===== src/rtl/sync_fifo_pkg.sv =====
// Shared definitions for the sync_fifo_buf staging buffer: default sizes, pointer width and parity helper.
// The optional stored-parity feature (SYNC_FIFO_PARITY_EN) uses even_parity below.
package sync_fifo_pkg;

    localparam int DEF_DATAWIDTH = 8;
    localparam int DEF_ASIZE     = 4;
    localparam int PAR_MAXW      = 64;

    // One extra wrap bit distinguishes full from empty when the low bits match.
    function automatic int ptr_width(input int asize);
        return asize + 1;
    endfunction

    // Zero padding does not change the XOR, so narrower words are zero-extended by the caller.
    function automatic logic even_parity(input logic [PAR_MAXW-1:0] d);
        return ^d;
    endfunction

endpackage


===== src/rtl/sync_fifo_ram.sv =====
// Simple dual-port storage for sync_fifo_buf: one write port, one enabled registered read port, no reset.
// Width is DATAWIDTH, or DATAWIDTH+1 when SYNC_FIFO_PARITY_EN stores a parity bit.
module sync_fifo_ram
    import sync_fifo_pkg::*;
#(
    parameter int WIDTH = DEF_DATAWIDTH,
    parameter int ASIZE = DEF_ASIZE
) (
    input  logic             clk,
    input  logic             we,
    input  logic [ASIZE-1:0] waddr,
    input  logic [WIDTH-1:0] wdata,
    input  logic             re,
    input  logic [ASIZE-1:0] raddr,
    output logic [WIDTH-1:0] rdata
);

    localparam int DEPTH = 1 << ASIZE;

    logic [WIDTH-1:0] mem [0:DEPTH-1];
    logic [WIDTH-1:0] rdata_reg;

    // The read register only loads on a read, so the last word stays visible.
    always_ff @(posedge clk) begin
        if (we) begin
            mem[waddr] <= wdata;
        end
        if (re) begin
            rdata_reg <= mem[raddr];
        end
    end

    assign rdata = rdata_reg;

endmodule


===== src/rtl/sync_fifo_buf.sv =====
// Single-clock FIFO with registered read data, occupancy count, threshold flags and sticky error flags.
// Define SYNC_FIFO_PARITY_EN to store an even-parity bit per word and report mismatches on parity_err.
module sync_fifo_buf
    import sync_fifo_pkg::*;
#(
    parameter int DATAWIDTH = DEF_DATAWIDTH,
    parameter int ASIZE     = DEF_ASIZE,
    parameter int DEEPTH    = 1 << ASIZE,
    parameter int AF_LEVEL  = DEEPTH - 2,
    parameter int AE_LEVEL  = 2
) (
    input  logic                 clk,
    input  logic                 resetn,
    input  logic                 wen,
    input  logic [DATAWIDTH-1:0] wdata,
    input  logic                 ren,
    output logic [DATAWIDTH-1:0] rdata,
    output logic                 rvalid,
    input  logic                 flush,
    input  logic                 clr_err,
    output logic                 full,
    output logic                 empty,
    output logic                 almost_full,
    output logic                 almost_empty,
    output logic [ASIZE:0]       count,
    output logic                 overflow,
`ifdef SYNC_FIFO_PARITY_EN
    output logic                 parity_err,
`endif
    output logic                 underflow
);

    localparam int PW = ptr_width(ASIZE);
`ifdef SYNC_FIFO_PARITY_EN
    localparam int SW = DATAWIDTH + 1;
`else
    localparam int SW = DATAWIDTH;
`endif

    logic [PW-1:0] wptr_reg, rptr_reg;
    logic          rvalid_reg;
    logic          have_read_reg;
    logic          overflow_reg, underflow_reg;
    logic          wr_acc, rd_acc;
    logic [SW-1:0] ram_wdata, ram_q;

    // Occupancy comes from registered pointers only, so no flag depends on wen/ren this cycle.
    assign count        = wptr_reg - rptr_reg;
    assign full         = (count == PW'(DEEPTH));
    assign empty        = (count == '0);
    assign almost_full  = (count >= PW'(AF_LEVEL));
    assign almost_empty = (count <= PW'(AE_LEVEL));

    assign wr_acc = wen & ~full  & ~flush;
    assign rd_acc = ren & ~empty & ~flush;

`ifdef SYNC_FIFO_PARITY_EN
    logic parity_err_reg;
    logic parity_bad;

    assign ram_wdata  = {even_parity(PAR_MAXW'(wdata)), wdata};
    assign parity_bad = rvalid_reg &
                        (even_parity(PAR_MAXW'(ram_q[DATAWIDTH-1:0])) != ram_q[DATAWIDTH]);
    // The live term lets the flag rise in the same cycle as the offending word's rvalid.
    assign parity_err = parity_err_reg | parity_bad;

    always_ff @(posedge clk or negedge resetn) begin
        if (!resetn) begin
            parity_err_reg <= 1'b0;
        end else if (parity_bad) begin
            parity_err_reg <= 1'b1;
        end else if (clr_err) begin
            parity_err_reg <= 1'b0;
        end
    end
`else
    assign ram_wdata = wdata;
`endif

    sync_fifo_ram #(
        .WIDTH (SW),
        .ASIZE (ASIZE)
    ) u_ram (
        .clk   (clk),
        .we    (wr_acc),
        .waddr (wptr_reg[ASIZE-1:0]),
        .wdata (ram_wdata),
        .re    (rd_acc),
        .raddr (rptr_reg[ASIZE-1:0]),
        .rdata (ram_q)
    );

    always_ff @(posedge clk or negedge resetn) begin
        if (!resetn) begin
            wptr_reg      <= '0;
            rptr_reg      <= '0;
            rvalid_reg    <= 1'b0;
            have_read_reg <= 1'b0;
        end else if (flush) begin
            wptr_reg   <= '0;
            rptr_reg   <= '0;
            rvalid_reg <= 1'b0;
        end else begin
            if (wr_acc) begin
                wptr_reg <= wptr_reg + PW'(1);
            end
            if (rd_acc) begin
                rptr_reg      <= rptr_reg + PW'(1);
                have_read_reg <= 1'b1;
            end
            rvalid_reg <= rd_acc;
        end
    end

    // Dropped requests during flush leave the sticky flags exactly as they were.
    always_ff @(posedge clk or negedge resetn) begin
        if (!resetn) begin
            overflow_reg  <= 1'b0;
            underflow_reg <= 1'b0;
        end else if (!flush) begin
            overflow_reg  <= (wen & full)  | (overflow_reg  & ~clr_err);
            underflow_reg <= (ren & empty) | (underflow_reg & ~clr_err);
        end
    end

    // The storage has no reset, so rdata reads as zero until the first accepted read.
    assign rdata     = have_read_reg ? ram_q[DATAWIDTH-1:0] : '0;
    assign rvalid    = rvalid_reg;
    assign overflow  = overflow_reg;
    assign underflow = underflow_reg;

endmodule


===== config.mk =====
export PLATFORM = sky130hd
export DESIGN_NAME = sync_fifo_buf
export DESIGN_NICKNAME = d
export VERILOG_FILES = /design/src/rtl/sync_fifo_pkg.sv /design/src/rtl/sync_fifo_ram.sv /design/src/rtl/sync_fifo_buf.sv
export SDC_FILE = /design/constraint.sdc
export NUM_CORES = 1
export LEC_CHECK = 0
export ABC_CLOCK_PERIOD_IN_PS = 3850
export CAP_MARGIN = 20
export CORE_ASPECT_RATIO = 1.5
export CORE_UTILIZATION = 58
export CTS_CLUSTER_DIAMETER = 80
export DETAILED_ROUTE_END_ITERATION = 8
export PLACE_DENSITY = 0.78
export SETUP_SLACK_MARGIN = 0.02
export SLEW_MARGIN = 30
export SYNTH_ARGS = -nofsm -noshare
export SYNTH_HDL_FRONTEND = slang
export SYNTH_SLANG_ARGS = --single-unit

===== constraint.sdc =====
create_clock -name clk -period 3.85 [get_ports clk]
set_input_delay 0.9625 -clock clk [delete_from_list [all_inputs] [get_ports clk]]
set_output_delay 0.9625 -clock clk [all_outputs]
set_load 0.01 [all_outputs]

==> results.toml <==
[run_status]
run_status = "finished, final reports clean"

[power_and_ir_drop]
pwr_density_cell_nw_per_um2 = 655
ir_worst_vdd_v = 0.000459
p_leak_uw = 0.00256

[placed_design]
dpl.hpwl_um = 8170
port-buffer-count = 33
final_estimated_routing_congestion_in_global_placement = 0.918

[detailed_routing]
drt_pre_antenna_iters = 5
dr_total_vias = 3309
drt-vias-per-instance = 6.09
post-route-drc-count = 0
detail_route.iter0.violations = 296
drt.antenna.violating_nets = 0
wl_per_cell_um = 23.8
final_routed_wirelength_um = 12900

[setup_path]
critical_path.slowest_cell = "fa_1"
timing.rr.end = "u_ram.mem[12][5]$_DFFE_PP_"
crit_path_max_fanout = 9
r2r_start = "wptr_reg[0]$_DFFE_PN0P_"
worstRegToRegCells = 11
timing.setup.critical_path_class = "register to output port"
cp.arrival_ns = 2.72
critPathTopFamily = "adder cells"
cp_data_required_time_ns = 2.89
setup.reg_to_reg.worst_slack_ns = 0.53
crit_buf_inv = 3
worst_setup_path_start_kind = "register"
crit_chain = "inv_1 > ha_1 > fa_1 > nand2b_1 > a21oi_4 > xor2_4 > inv_4 > a2111oi_2 > dlygate4sd2_1"
endpoint_kind = "output port"
max_stage_delay_ns = 0.38

[timing]
finalHoldWorstSlack_ns = 0.502
hold_violations_final = 0
rsz0062_at_grt = "false"
layout_min_cycle_time_ns = 3.68
slew_viol_final = 0
final_critical_path_share_of_the_clock_period = 0.955
maxClockFrequency_mhz = 272
slew_headroom = 0.513
timing_worst_slew_pin_value_ns = 0.725
setup_violations = 0
setup_tns_ns = 0
finClkSkew_ns = 0.00919

[global_route]
grt-ovfl-total = 0
grt_use_met1 = 0.285
grt_pass1_vias = 3340
gr-usage-all-layers = 0.254
pin_count_of_the_biggest_net_entering_global_routing = 37
antenna_violations_before_repair = 0
grt_pass1_wl_um = 19100
met3_usage = 0.0601
groute.layer.met2.usage = 0.459
global_route.peak_usage_layer = "met2"

[hold_path]
worst_hold_startpoint = "underflow$_DFFE_PN0N_"
whs_path_depth = 1
min_to = "underflow$_DFFE_PN0N_"
hold_path_class = "register to register"

[synth]
synthCells = 323
postSynthRegisterBits = 150
syn-mean-instance-area_um2 = 19.5
total_nets_after_synthesis = 347
yosys.cell_types.count = 43
yosys_warnings = 0
netlist_area_um2 = 6300
seq_area_frac_synth = 0.703

[clock_tree]
cts_htree_levels = 4
numCtsBuffers = 17
clk_pin_slew_ns = 0.06
cts_sinks = 150
post_cts_hold_buffer_count = 0
clock_insertion_delay_at_the_later_pin_of_the_skew_report_ns = 0.43
clockBufferDepth = 2
ctsRootBufferMaster = "clkbuf_16"
cts_tree = "done"

[layout]
n_antenna_cell = 0
post_route_cells_drive_above_1_share = 0.293
finalNetCount = 410
area_growth_syn_to_layout_pct = 19.5
largest_reg_flops = 128

[floorplanning]
placement_rows = 46
pin_count = 34
dieArea_um2 = 11300
die_height_um = 130
die_wd_um = 87.1
start_util = 0.595
core-area_um2 = 10600

[job]
drv.max_cap_violation_count = 0
==> power breakdown <==
group / internal (uW) / total [uW] / switching [uW] / leakage [uW]
logic: 706 / 1420 / 713 / 0.000859
clock network: 914 / 1610 / 693 / 0.000286
registers: 1880 / 1910 / 32.3 / 0.00141
total: 3500 / 4940 / 1440 / 0.00256
==> through the flow <==
step	cell area [um2]	total power (uW)	std cells	setup slack [ns]	util
2_1_floorplan	6300	2870	323	0.440	-
3_3_place_gp	6940	3360	510	0.308	0.655
3_5_place_dp	6940	3380	510	0.244	0.655
4_1_cts	7530	4970	543	0.0624	0.711
5_1_grt	7530	5120	543	0.0571	0.711
6_report	7530	4940	543	0.172	0.711
==> layout make-up <==
class / count / area (um2)
fill: 680 / 3060
timing repair buffer: 58 / 517
tap: 144 / 180
clock buffer: 17 / 425
inverter: 9 / 36.3
multi-input combinational: 150 / 1780
sequential: 150 / 4440
clock inverter: 15 / 163
==> worst register-to-register path, cell delays in order (launching register included) <==
cell	delay (ns)
dfrtp_1	0.35
inv_1	0.09
ha_1	0.22
fa_1	0.38
buf_4	0.17
xnor2_4	0.20
nor2_1	0.10
mux2i_1	0.24
buf_4	0.17
o21ai_2	0.16
nor3_1	0.63
buf_4	0.32
==> per-layer routing <==
layer	vias to the layer above	part of all wire
met3	28	0.055
met2	135	0.56
met1	1692	0.35
met5	-	0
li1	1454	-
met4	0	0.029
==> cells in the mapped netlist (all sizes together) <==
library cell / number / area, um2
ha: 9 / 113
clkinv: 1 / 3.75
o31ai: 2 / 15.0
fa: 1 / 20.0
a32o: 2 / 20.0
a21o: 1 / 7.51
nor4: 1 / 12.5
nand2b: 5 / 31.3
nand2: 9 / 33.8
nand4: 3 / 18.8
or2: 1 / 6.26
mux2: 8 / 93.8
nand3b: 1 / 7.51
a21oi: 7 / 46.3
o21ai: 1 / 8.76
xor2: 3 / 52.6
mux2i: 2 / 20.0
a2111oi: 2 / 42.5
and4: 4 / 35.0
nor2: 16 / 60.1
buf: 6 / 28.8
a31o: 1 / 8.76
nand3: 1 / 5.00
dfrtp: 14 / 350
o2111ai: 2 / 17.5
clkbuf: 8 / 30.0
nor3: 12 / 60.1
nor2b: 4 / 25.0
and2: 9 / 56.3
edfxtp: 136 / 4080
a21boi: 2 / 30.0
xnor2: 1 / 27.5
inv: 8 / 32.5
mux4: 40 / 901
==> cells in the final DEF (no fill, tap or decap), types with 5 or more instances in the layout <==
master and instances:
ha_1 9, nand2b_1 5, mux4_2 40, nor2_1 16
clkdlybuf4s50_1 29, inv_6 7, and2_1 9, nand2_1 9
edfxtp_1 136, buf_4 25, a21oi_1 6, nor3_1 12
clkbuf_16 17, inv_1 7, dfrtp_1 13, mux2_2 5
==> logic make-up (layout without fill, tap and decap cells) <==
kind of cell	count (synthesis)	count (layout)	synth area share
DFF	150	150	0.703
xor gates and xnor gates	4	4	0.0127
adders and majority gates	10	10	0.0210
and+or+nand+nor	66	66	0.0558
buffers and inverters	23	99	0.0151
AOI/OAI and AO/OA	20	20	0.0312
muxes	50	50	0.161
==> how the worst max path moves through the flow <==
stage / startpoint / end / slack (ns) / cells after the start
2_1_floorplan: rptr_reg[2]$_DFFE_PN0P_ / almost_empty / 0.44 / 8
3_3_place_gp: wptr_reg[0]$_DFFE_PN0P_ / almost_empty / 0.31 / 9
3_5_place_dp: wptr_reg[0]$_DFFE_PN0P_ / almost_empty / 0.24 / 9
4_1_cts: wptr_reg[0]$_DFFE_PN0P_ / almost_full / 0.06 / 9
5_1_grt: wptr_reg[0]$_DFFE_PN0P_ / almost_empty / 0.06 / 9
6_report: wptr_reg[0]$_DFFE_PN0P_ / almost_empty / 0.17 / 9
==> timing repair <==
| item | in CTS | in global routing |
|---|---|---|
| setup buffers | 1 | 0 |
| resized for setup | 3 | 1 |
| gates cloned | 0 | 0 |
| pin swaps | 0 | 1 |
| setup endpoints to repair | 4 | 1 |
(Power assumes the default switching activity.)
